===== config.mk =====
export PLATFORM = sky130hd
export DESIGN_NAME = mul_div_seq
export DESIGN_NICKNAME = d
export VERILOG_FILES = /design/src/rtl/mul_div_seq.sv
export SDC_FILE = /design/constraint.sdc
export NUM_CORES = 1
export LEC_CHECK = 0
export CORE_MARGIN = 2
export CORE_UTILIZATION = 50
export DETAILED_ROUTE_END_ITERATION = 8
export PLACE_DENSITY_LB_ADDON = 0.3
export SYNTH_ARGS = -nofsm -noshare
export SYNTH_HDL_FRONTEND = slang
export SYNTH_SLANG_ARGS = --single-unit

===== constraint.sdc =====
create_clock -name eboxClk -period 2.9 [get_ports eboxClk]
set_clock_uncertainty 0.1 [all_clocks]
set_input_delay 0.29 -clock eboxClk [delete_from_list [all_inputs] [get_ports eboxClk]]
set_output_delay 0.29 -clock eboxClk [all_outputs]
set_load 0.01 [all_outputs]

===== src/rtl/mul_div_seq.sv =====
// EBOX multiply/divide step sequencer.
// Walks the CTL/EDP datapath through a 36-bit signed shift-add multiply or a
// non-restoring divide, one quotient/multiplier bit per step, and decodes the
// AD/AR/MQ controls for each step from the registered state.
module mul_div_seq #(
    parameter int unsigned STEPS = 36,
    parameter int unsigned CNT_W = 6
) (
    input  logic             eboxClk,
    input  logic             eboxReset,
    input  logic             start,
    input  logic             opDiv,
    input  logic             mulNeg,
    input  logic             abort,
    input  logic             EDP_MQ35,
    input  logic             EDP_ADsign,
    output logic [1:0]       SEQ_ADfunc,
    output logic             SEQ_ARload,
    output logic [1:0]       SEQ_ARshift,
    output logic [1:0]       SEQ_MQ_SEL,
    output logic             SEQ_MQ_Qbit,
    output logic             SEQ_busy,
    output logic             SEQ_done,
    output logic             SEQ_divOvf,
    output logic [CNT_W-1:0] SEQ_stepCount
);

    typedef enum logic [2:0] {
        StIdle,
        StMulStep,
        StMulFix,
        StDivChk,
        StDivStep,
        StDivFix,
        StDone
    } state_t;

    // AD function codes
    localparam logic [1:0] AdAr    = 2'd0;
    localparam logic [1:0] AdAdd   = 2'd1;
    localparam logic [1:0] AdSub   = 2'd2;
    // AR shift / MQ select codes share the same encoding
    localparam logic [1:0] ShNone  = 2'd0;
    localparam logic [1:0] ShRight = 2'd1;
    localparam logic [1:0] ShLeft  = 2'd2;

    localparam logic [CNT_W-1:0] LastCnt = CNT_W'(STEPS - 1);
    localparam logic [CNT_W-1:0] CntOne  = CNT_W'(1);

    state_t           state_q, state_d;
    logic [CNT_W-1:0] cnt_q, cnt_d;
    logic             q_prev_q, q_prev_d;
    logic             ovf_q, ovf_d;
    logic             mul_neg_q, mul_neg_d;

    // State and datapath-control registers, synchronous active-high reset
    always_ff @(posedge eboxClk) begin
        if (eboxReset) begin
            state_q   <= StIdle;
            cnt_q     <= '0;
            q_prev_q  <= 1'b0;
            ovf_q     <= 1'b0;
            mul_neg_q <= 1'b0;
        end else begin
            state_q   <= state_d;
            cnt_q     <= cnt_d;
            q_prev_q  <= q_prev_d;
            ovf_q     <= ovf_d;
            mul_neg_q <= mul_neg_d;
        end
    end

    // Next-state and register-update logic; abort overrides every transition
    always_comb begin
        state_d   = state_q;
        cnt_d     = cnt_q;
        q_prev_d  = q_prev_q;
        ovf_d     = ovf_q;
        mul_neg_d = mul_neg_q;
        unique case (state_q)
            StIdle: begin
                if (start) begin
                    cnt_d     = LastCnt;
                    mul_neg_d = mulNeg;
                    state_d   = opDiv ? StDivChk : StMulStep;
                end
            end
            StMulStep: begin
                if (cnt_q != '0) begin
                    cnt_d = cnt_q - CntOne;
                end else begin
                    state_d = StMulFix;
                end
            end
            StMulFix: state_d = StDone;
            StDivChk: begin
                // Non-negative trial difference means the quotient cannot fit
                if (!EDP_ADsign) begin
                    ovf_d   = 1'b1;
                    state_d = StDone;
                end else begin
                    q_prev_d = 1'b1;
                    state_d  = StDivStep;
                end
            end
            StDivStep: begin
                q_prev_d = ~EDP_ADsign;
                if (cnt_q != '0) begin
                    cnt_d = cnt_q - CntOne;
                end else begin
                    state_d = StDivFix;
                end
            end
            StDivFix: state_d = StDone;
            StDone: begin
                ovf_d    = 1'b0;
                q_prev_d = 1'b0;
                state_d  = StIdle;
            end
            default: state_d = StIdle;
        endcase
        if (abort) begin
            state_d   = StIdle;
            cnt_d     = cnt_q;
            mul_neg_d = mul_neg_q;
            ovf_d     = 1'b0;
            q_prev_d  = 1'b0;
        end
    end

    // Datapath control decode from registered state plus live EDP bits
    always_comb begin
        SEQ_ADfunc  = AdAr;
        SEQ_ARload  = 1'b0;
        SEQ_ARshift = ShNone;
        SEQ_MQ_SEL  = ShNone;
        SEQ_MQ_Qbit = 1'b0;
        SEQ_busy    = (state_q != StIdle);
        SEQ_done    = 1'b0;
        SEQ_divOvf  = 1'b0;
        unique case (state_q)
            StIdle: ;
            StMulStep: begin
                SEQ_ADfunc  = EDP_MQ35 ? AdAdd : AdAr;
                SEQ_ARload  = 1'b1;
                SEQ_ARshift = ShRight;
                SEQ_MQ_SEL  = ShRight;
            end
            StMulFix: begin
                // Negative multiplier: subtract the over-counted sign weight
                if (mul_neg_q) begin
                    SEQ_ADfunc = AdSub;
                    SEQ_ARload = 1'b1;
                end
            end
            StDivChk: SEQ_ADfunc = AdSub;
            StDivStep: begin
                SEQ_ADfunc  = q_prev_q ? AdSub : AdAdd;
                SEQ_ARload  = 1'b1;
                SEQ_ARshift = ShLeft;
                SEQ_MQ_SEL  = ShLeft;
                SEQ_MQ_Qbit = ~EDP_ADsign;
            end
            StDivFix: begin
                // Negative remainder: add the divisor back once
                if (!q_prev_q) begin
                    SEQ_ADfunc = AdAdd;
                    SEQ_ARload = 1'b1;
                end
            end
            StDone: begin
                SEQ_done   = ~abort;
                SEQ_divOvf = ovf_q & ~abort;
            end
            default: ;
        endcase
    end

    assign SEQ_stepCount = cnt_q;

endmodule


; Word-level counts from Yosys, hierarchy flattened
; Cells that the tools add are included.
[word_totals]
elab_cells = 60
in_bits = 8
out_inout_bits = 17
regBits = 12
[classes]
n_reduce_logical = 14
n_mux = 25
n_addsub = 1
bitwise_logic = 3
eq_ne = 12
[op_table]
columns = op, count
row1 = 3-bit one-hot mux with 5 select lines, 1
row2 = 6-bit 2-to-1 mux, 2
row3 = 6-bit one-hot mux with 2 select lines, 1
row4 = 2-bit inequality test (second input constant), 5
row5 = 2-bit one-hot mux with 5 select lines, 1
row6 = 3-bit equality test (second input constant), 3
row7 = 1-bit 2-to-1 mux, 9
row8 = 3-bit 2-to-1 mux, 3
row9 = 2-bit 2-to-1 mux, 4
row10 = 3-bit by 2-bit equality test with 1-bit output (second input constant), 2
row11 = 1-bit one-hot mux with 3 select lines, 2
row12 = 3-bit AND reduction, 2
row13 = 3-bit nonzero test, 2
row14 = 6-bit nonzero test, 1
row15 = 2-bit OR reduction, 3
row16 = 6-bit by 1-bit subtractor with 6-bit output (second input constant), 1
row17 = 2-bit one-hot mux with 2 select lines, 1
row18 = 2-bit AND reduction, 2
row19 = 4-bit AND reduction, 1
row20 = 2-bit nonzero test, 2
row21 = 3-bit by 1-bit equality test with 1-bit output (second input constant), 1
row22 = 3-bit logical NOT, 1
row23 = 2-bit by 1-bit inequality test with 1-bit output (second input constant), 1
row24 = 1-bit inverter, 2
row25 = other kinds (2), 2

; Longest topological paths before layout
; Gate-level depths: netlist of run 1.
[logic_depth]
word_depth = 4
ltp_mapped = 6
depth_no_buf = 6

; Least setup slack after synthesis of run 1
; No wires, ideal clock.
[synth_path]
path_kind = reg-to-reg
from = register cnt_q[0], in the netlist SEQ_stepCount[0]
to = register cnt_q[4], in the netlist SEQ_stepCount[4]
setup_ns = 0.074
period_less_slack_ns = 1.801
path_buffers = 0
path_stages_with_launch = 7
required_time_ns = 2.726
t_arrival_ns = 1.627
path_slack_ns = 1.099
cell_sequence = dfxtp_1 inv_1 ha_1 nor2b_1 or4b_1 a211o_1 o211ai_2
[synth_via]
elab_chain_cells = 3
elab_cells_between_ends = 6
classes_between = add/sub: 1 / eq/ne: 1 / mux: 2 / reduce/logical: 2
[synth_rtl]
columns = element, line_no
row1 = from (decl), 51  ; logic [CNT_W-1:0] cnt_q, cnt_d;
row2 = from (signal assigned), 66  ; cnt_q <= cnt_d;
row3 = 6-bit by 1-bit subtractor with 6-bit output / 6-bit nonzero test (equally long branches), -
row4 = 6-bit 2-to-1 mux / 2-bit by 1-bit inequality test with 1-bit output (equally long branches), -
row5 = 6-bit one-hot mux with 2 select lines / 4-bit AND reduction (equally long branches), -
; Several ways; a longest one is shown, not always the timed one. The select of a mux whose other input is x is not followed.
; A chain may end at the register's enable or synchronous reset.

; Worst setup path after layout of run 1
[layout_path]
from = register state_q[2]
to = output SEQ_ARload
[layout_via]
elab_chain_cells = 3
elab_cells_between_ends = 6
classes_between = eq/ne: 4 / mux: 1 / reduce/logical: 1
[layout_rtl]
columns = element, line_no
row1 = from (decl), 50  ; state_t state_q, state_d;
row2 = from (signal assigned), 59  ; state_q <= StIdle;
row3 = from (signal assigned), 65  ; state_q <= state_d;
row4 = 3-bit equality test / 3-bit by 1-bit equality test with 1-bit output (equally long branches), 141  ; unique case (state_q)
row5 = 2-bit OR reduction (no line), -
row6 = 1-bit one-hot mux with 3 select lines *, 141
row7 = to (decl), 18  ; output logic SEQ_ARload,
; Mark *: on every way between the ends. The rest lies on a longest branch, timed or not.

==> metrics.txt, run 1 <==
status=finished clean; worst ir drop on vdd=0.000318 V; number of standard-cell rows in the floorplan=15; number of remaining DRC errors=0; Unique masters post-synth=44; switching part of the total=0.322; clock-pin slew on the worst setup and hold paths=0.07 ns; Filler Cells Inserted=156; summed instance area of the synthesized netlist=908 µm²; number of buffers inserted for hold repair after clock tree synthesis=0; WL final=2.11 mm; antenna violations before repair=0; final instance count without filler cells=159; met1 track demand over resource=0.248; global route overflow=0; core region area=1730 µm²; proportion of power drawn by combinational gates=0.312; register area=240 µm²; GR Util met3=0.0275; Pwr Density=371 nW/µm²; Yosys reg bits=12; clock insertion delay at the later pin of the skew report=0.28 ns; setup repair after global routing missed its margin=no; DR iter-0 viols=22; cell type with the largest total area after synthesis=sky130_fd_sc_hd__dfxtp_1; Worst setup startpoint=state_q[2]; share of post-route cells with drive strength above 1=0.112; sequential fraction of design power=0.447; TritonCTS Buffers=3; starting density of the core=0.526; overall track demand over capacity in global routing=0.217; Hold Worst Slack=0.367 ns; buffering stage count on the worst path with inverters included=1; Layout Area Growth over Synthesis=26.3%; post-layout power=0.426 mW; number of iterations in the first detailed-routing pass=4; critical path endpoint category=output port; Synth Instances=117; antenna-violating nets left=0; die area=2170 µm²; wire length of the first global-routing pass=3.35 mm; Worst Setup Path Type=reg2out; number of ports placed on the die boundary=25; Final Net Count=147; multi-input logic area=587 µm²; reg-to-reg critical path startpoint=SEQ_stepCount[0]; die width=46.6 µm; type of the worst min-delay path=reg2reg; # H-tree levels=1; Seq/Total Area, Yosys=0.264; GR met2 Demand/Resource=0.381; arrival time at the worst endpoint=2.04 ns; Worst-Margin Slew=0.587 ns; most common flop cell mapped by yosys=sky130_fd_sc_hd__dfxtp_1; floorplan die height=46.6 µm; I/O Buffers=24; worst path cell trace=nor2b_1, a21oi_1, o32ai_1, clkdlybuf4s50_1; final setup violation count=0; Critical Path RT=2.51 ns; maxcap violations=0; pin count of the biggest net entering global routing=20; routability cong.=0.873; max-slew violation total from the final report=0; most used routing layer in global routing=met2; post-CTS setup buffer count=0; vias in the first global route=836; share of the synthesized area in the top cell type=0.264; family of cells with the greatest summed delay on the critical path=flip-flops; net count of the mapped netlist=128; Synth async-reset ratio=0; Fmax=0.411 GHz; Placed Instance Area=1120 µm²; post-route minimum period=2.43 ns; Psw=0.137 mW; static leakage power=0.409 nW; number of enable flip-flop cells after synthesis=0; count of instances resized after the clock tree is built=0; area of all placed cells without fillers=1150 µm²; cell with the largest stage delay on the worst path=sky130_fd_sc_hd__dfxtp_1; yosys warns=0; total count of hold-check failures in the final report=0; CTS tree=built; post-route setup TNS=0 ns; worst slew margin relative to its limit=0.608; peak fanout along the critical path=19; critical path launch point type=flop; average wire length per cell after detail routing=13.3 µm; Synth Area per Inst=7.76 µm²; vias per cell=5.82; root buffer cell=sky130_fd_sc_hd__clkbuf_4; clock sinks=12; Placed Instances=156; top area cells in the synthesized netlist=sky130_fd_sc_hd__dfxtp_1 26%, sky130_fd_sc_hd__a21oi_1 5.5%, sky130_fd_sc_hd__nor3_1 4.4%; Hold Startpoint=ovf_q; number of buffers on the longest clock path=2; vias post-DR=926; Int Power=0.289 mW; proportion of power drawn by the clock network=0.241; estimated wirelength of the detail-placed design=1.53 mm; maximum single-stage delay on the critical path=0.70 ns; final worst path period share=0.839; Ant. Diodes=0
metrics by stage:
stage                     setup WS (ns)   util
after floorplan                    1.10      -
after global placement            0.710  0.651
after detailed placement          0.690  0.651
after CTS                         0.453  0.664
after global routing              0.372  0.664
final                             0.467  0.664
sequential cells by signal (all words and copies together) (netlist names):
signal,cells
mul_neg_q,1
q_prev_q,1
state_q,3
ovf_q,1
SEQ_stepCount,6
power by group through the flow:
stage	logic (mW)	clock network (mW)	registers [mW]
3_5_place_dp	0.132	0	0.194
6_report	0.133	0.103	0.190
4_1_cts	0.133	0.106	0.190
2_1_floorplan	0.0923	0	0.188
3_3_place_gp	0.130	0	0.194
5_1_grt	0.146	0.110	0.192
layer usage:
metal,routed length (µm),part of all wire
met5,0,0
met4,54,0.026
met3,103,0.049
met2,1050,0.49
met1,910,0.43
layout make-up:
cell class	count	share of cell area
clock buffers	3	0.0196
multi-input cells	88	0.511
well taps	25	0.0273
inverters	7	0.0229
repair buffers	24	0.209
flip-flops and latches	12	0.209
tightest hold or removal path, delay by kind of cell (launching register included):
family	cells	cell delay (ns)
and+or+nand+nor	1	0.05
AOI/OAI and AO/OA	1	0.05
DFF	1	0.32
layout by cell type (no fill, tap or decap), types with 2 or more instances in the layout:
| master | Yosys | layout |
|---|---|---|
| sky130_fd_sc_hd__inv_1 | 7 | 7 |
| sky130_fd_sc_hd__o21a_1 | 2 | 2 |
| sky130_fd_sc_hd__nor3_1 | 8 | 8 |
| sky130_fd_sc_hd__nor2_1 | 9 | 9 |
| sky130_fd_sc_hd__o21ai_0 | 3 | 3 |
| sky130_fd_sc_hd__or2_2 | 4 | 4 |
| sky130_fd_sc_hd__a211oi_1 | 2 | 2 |
| sky130_fd_sc_hd__nand2_1 | 9 | 9 |
| sky130_fd_sc_hd__nor2b_1 | 5 | 5 |
| sky130_fd_sc_hd__o22ai_1 | 2 | 2 |
| sky130_fd_sc_hd__ha_1 | 3 | 3 |
| sky130_fd_sc_hd__nand4b_1 | 2 | 2 |
| sky130_fd_sc_hd__clkbuf_4 | 0 | 3 |
| sky130_fd_sc_hd__a21oi_1 | 10 | 10 |
| sky130_fd_sc_hd__dfxtp_1 | 12 | 12 |
| sky130_fd_sc_hd__clkdlybuf4s50_1 | 0 | 24 |
| sky130_fd_sc_hd__nand2b_1 | 2 | 2 |
| sky130_fd_sc_hd__o32ai_1 | 3 | 3 |
final timing paths:
check / endpoint / slack (ns) / cells past startpoint
max: SEQ_ARload / 0.47 / 4
min: ovf_q / 0.37 / 2
max reg2reg: SEQ_stepCount[4] / 1.04 / 6
min reg2reg: ovf_q / 0.37 / 2
cells in the mapped netlist, types with 3 or more instances:
| master | n |
|---|---|
| sky130_fd_sc_hd__nor2_1 | 9 |
| sky130_fd_sc_hd__nor3_1 | 8 |
| sky130_fd_sc_hd__nor2b_1 | 5 |
| sky130_fd_sc_hd__clkbuf_1 | 5 |
| sky130_fd_sc_hd__inv_1 | 7 |
| sky130_fd_sc_hd__o32ai_1 | 3 |
| sky130_fd_sc_hd__o21ai_0 | 3 |
| sky130_fd_sc_hd__a21oi_1 | 10 |
| sky130_fd_sc_hd__ha_1 | 3 |
| sky130_fd_sc_hd__nand2_1 | 9 |
| sky130_fd_sc_hd__dfxtp_1 | 12 |
| sky130_fd_sc_hd__or2_2 | 4 |
cells by family (layout without fill, tap and decap cells):
logic type                 Yosys count  after routing  synth area share
AOI/OAI and AO/OA                   34             34             0.274
xor gates and xnor gates             1              1           0.00964
adders and majority gates            3              3            0.0413
buffers and inverters               17             34            0.0895
DFF                                 12             12             0.264
and+or+nand+nor                     50             50             0.321
Power figures use the tool's default switching activity.
==> run 2, diff against run 1 <==
- CORE_UTILIZATION: 50 -> 47
- clock period: 2.9 -> 2.5 ns (I/O delays scaled with it)
==> metrics.txt, run 2 (synthesis gave the netlist of run 1 again) <==
status=finished clean; Critical Path RT=2.15 ns (-0.36 ns); Ant. Diodes=0 (unchanged); Placed Instances=157 (+0.64%); static leakage power=0.423 nW (+3.3%); final setup violation count=0 (unchanged); Pwr Density=456 nW/µm² (+23%); Worst-Margin Slew=0.455 ns (-0.133 ns); critical register-to-register path endpoint=SEQ_stepCount[4]; top library cells by usage in the layout, fill and taps aside=24 x sky130_fd_sc_hd__clkdlybuf4s50_1, 10 x sky130_fd_sc_hd__a21oi_1, 9 x sky130_fd_sc_hd__dfxtp_1, 9 x sky130_fd_sc_hd__nand2_1, 9 x sky130_fd_sc_hd__nor2_1; register area=244 µm² (+1.6%); average wire length per cell after detail routing=13.6 µm (+2.2%); Final Net Count=148 (+0.68%); number of flip-flops under the largest register name=6 (unchanged); worst ir drop on vdd=0.000383 V (+20%); clock insertion delay at the later pin of the skew report=0.28 ns (about the same); I/O Buffers=24 (unchanged); root buffer cell=sky130_fd_sc_hd__clkbuf_4; Worst Setup Path Type=reg2out; vias in the first global route=859 (+2.8%); setup repair after global routing missed its margin=no; vias post-DR=929 (+0.32%); most common cell after layout, fill and taps aside=sky130_fd_sc_hd__clkdlybuf4s50_1; starting density of the core=0.515 (-0.0112); reg-to-reg critical path startpoint=SEQ_stepCount[1]; Filler Cells Inserted=157 (+0.64%); total count of hold-check failures in the final report=0 (unchanged); buffering stage count on the worst path with inverters included=1 (unchanged); TritonCTS Buffers=3 (unchanged); final core occ=0.665 (about the same); share of post-route cells with drive strength above 1=0.147 (+0.0351); die width=48.0 µm (+2.9%); number of iterations in the first detailed-routing pass=5 (+1); antenna-violating nets left=0 (unchanged); cell with the largest stage delay on the worst path=sky130_fd_sc_hd__clkdlybuf4s50_1; type of the worst min-delay path=reg2reg; # H-tree levels=1 (unchanged); Layout Area Growth over Synthesis=29.1%; floorplan die height=48.0 µm (+2.9%); count of cells along the worst register-to-register path=6 (unchanged); max-slew violation total from the final report=0 (unchanged); post-route setup TNS=0 ns (unchanged); post-CTS setup buffer count=0 (unchanged); multi-input logic area=587 µm² (unchanged); critical path launch point type=flop; routability cong.=0.894 (+2.4%); clock-pin slew on the worst setup and hold paths=0.07 ns (about the same); number of ports placed on the die boundary=25 (unchanged); overall track demand over capacity in global routing=0.217 (about the same); number of standard-cell rows in the floorplan=15 (unchanged); number of remaining DRC errors=0 (unchanged); capture point of the worst path=SEQ_ARload; Worst setup startpoint=state_q[2]; worst path cell trace=nor2b_1, a21oi_1, o32ai_1, clkdlybuf4s50_1; family of cells with the greatest summed delay on the critical path=buffers and inverters; DR iter-0 viols=29 (+32%); pin count of the biggest net entering global routing=20 (unchanged); Fmax=0.455 GHz; global route overflow=0 (unchanged); stages on the worst setup path=4 (unchanged); clock sinks=12 (unchanged); arrival time at the worst endpoint=1.85 ns (-0.19 ns); wire length of the first global-routing pass=3.54 mm (+5.5%); WL final=2.19 mm (+3.5%); die area=2300 µm² (+5.8%); post-route minimum period=2.20 ns; maxcap violations=0 (unchanged); antenna violations before repair=0 (unchanged); peak fanout along the critical path=19 (unchanged); critical path endpoint category=output port; estimated wirelength of the detail-placed design=1.60 mm (+4.3%); worst-case setup margin in the final layout=0.303 ns (-0.163 ns); number of buffers on the longest clock path=2 (unchanged); Hold Worst Slack=0.374 ns (+0.00659 ns); final worst path period share=0.879; maximum single-stage delay on the critical path=0.58 ns (-0.12 ns); final instance count without filler cells=161 (+1.3%); reg-to-reg slack, setup=0.60 ns (-0.44 ns); vias per cell=5.77 (-0.92%); worst slew margin relative to its limit=0.696 (+0.0880); core region area=1760 µm² (+2.2%); worst setup slack before clock tree synthesis=0.412 ns (-0.278 ns); CTS tree=built
## run 2: worst min path at each step
stage	startpoint	slack, ns	depth (start not counted)	endpoint
after global placement	ovf_q	0.36	2	ovf_q
after detailed placement	ovf_q	0.37	2	ovf_q
after CTS	ovf_q	0.38	2	ovf_q
after floorplan	mulNeg	0.29	2	mul_neg_q
after global routing	mul_neg_q	0.40	2	mul_neg_q
final	ovf_q	0.37	2	ovf_q
## run 2: per-stage QoR
stage | area, µm² | power, mW
6_report | 1170 | 0.535
3_3_place_gp | 1130 | 0.378
4_1_cts | 1170 | 0.535
2_1_floorplan | 908 | 0.326
3_5_place_dp | 1130 | 0.382
5_1_grt | 1170 | 0.565
## run 2: layout make-up
class | count | share of cell area
multi-input cells | 88 | 0.501
repair buffers | 25 | 0.211
clock buffers | 4 | 0.0309
well taps | 25 | 0.0267
flip-flops and latches | 12 | 0.208
inverters | 7 | 0.0224
## run 2: worst register-to-register path, delay by kind of cell, from the launching register on
family / cells / cell delay, ns
AOI/OAI and AO/OA: 2 / 0.35
adders and majority gates: 1 / 0.19
DFF: 1 / 0.44
buffers and inverters: 1 / 0.10
and+or+nand+nor: 2 / 0.66
## run 2: what timing repair did
action	4_1_cts	5_1_grt
endpoints found under the setup margin	0	3
gates resized for setup	0	3
hold buffers	0	0
## run 2: where the power goes
group / internal (mW) / switching [mW] / total [mW]
registers: 0.201 / 0.0210 / 0.222
clock network: 0.0886 / 0.0654 / 0.154
logic: 0.0790 / 0.0791 / 0.158
## run 2: per-layer routing
layer | track usage | share of wire | wire, µm
met1 | 0.274 | 0.45 | 976
met4 | 0.103 | 0.011 | 25
met3 | 0.0415 | 0.067 | 146
met5 | 0 | 0 | 0
met2 | 0.352 | 0.47 | 1040
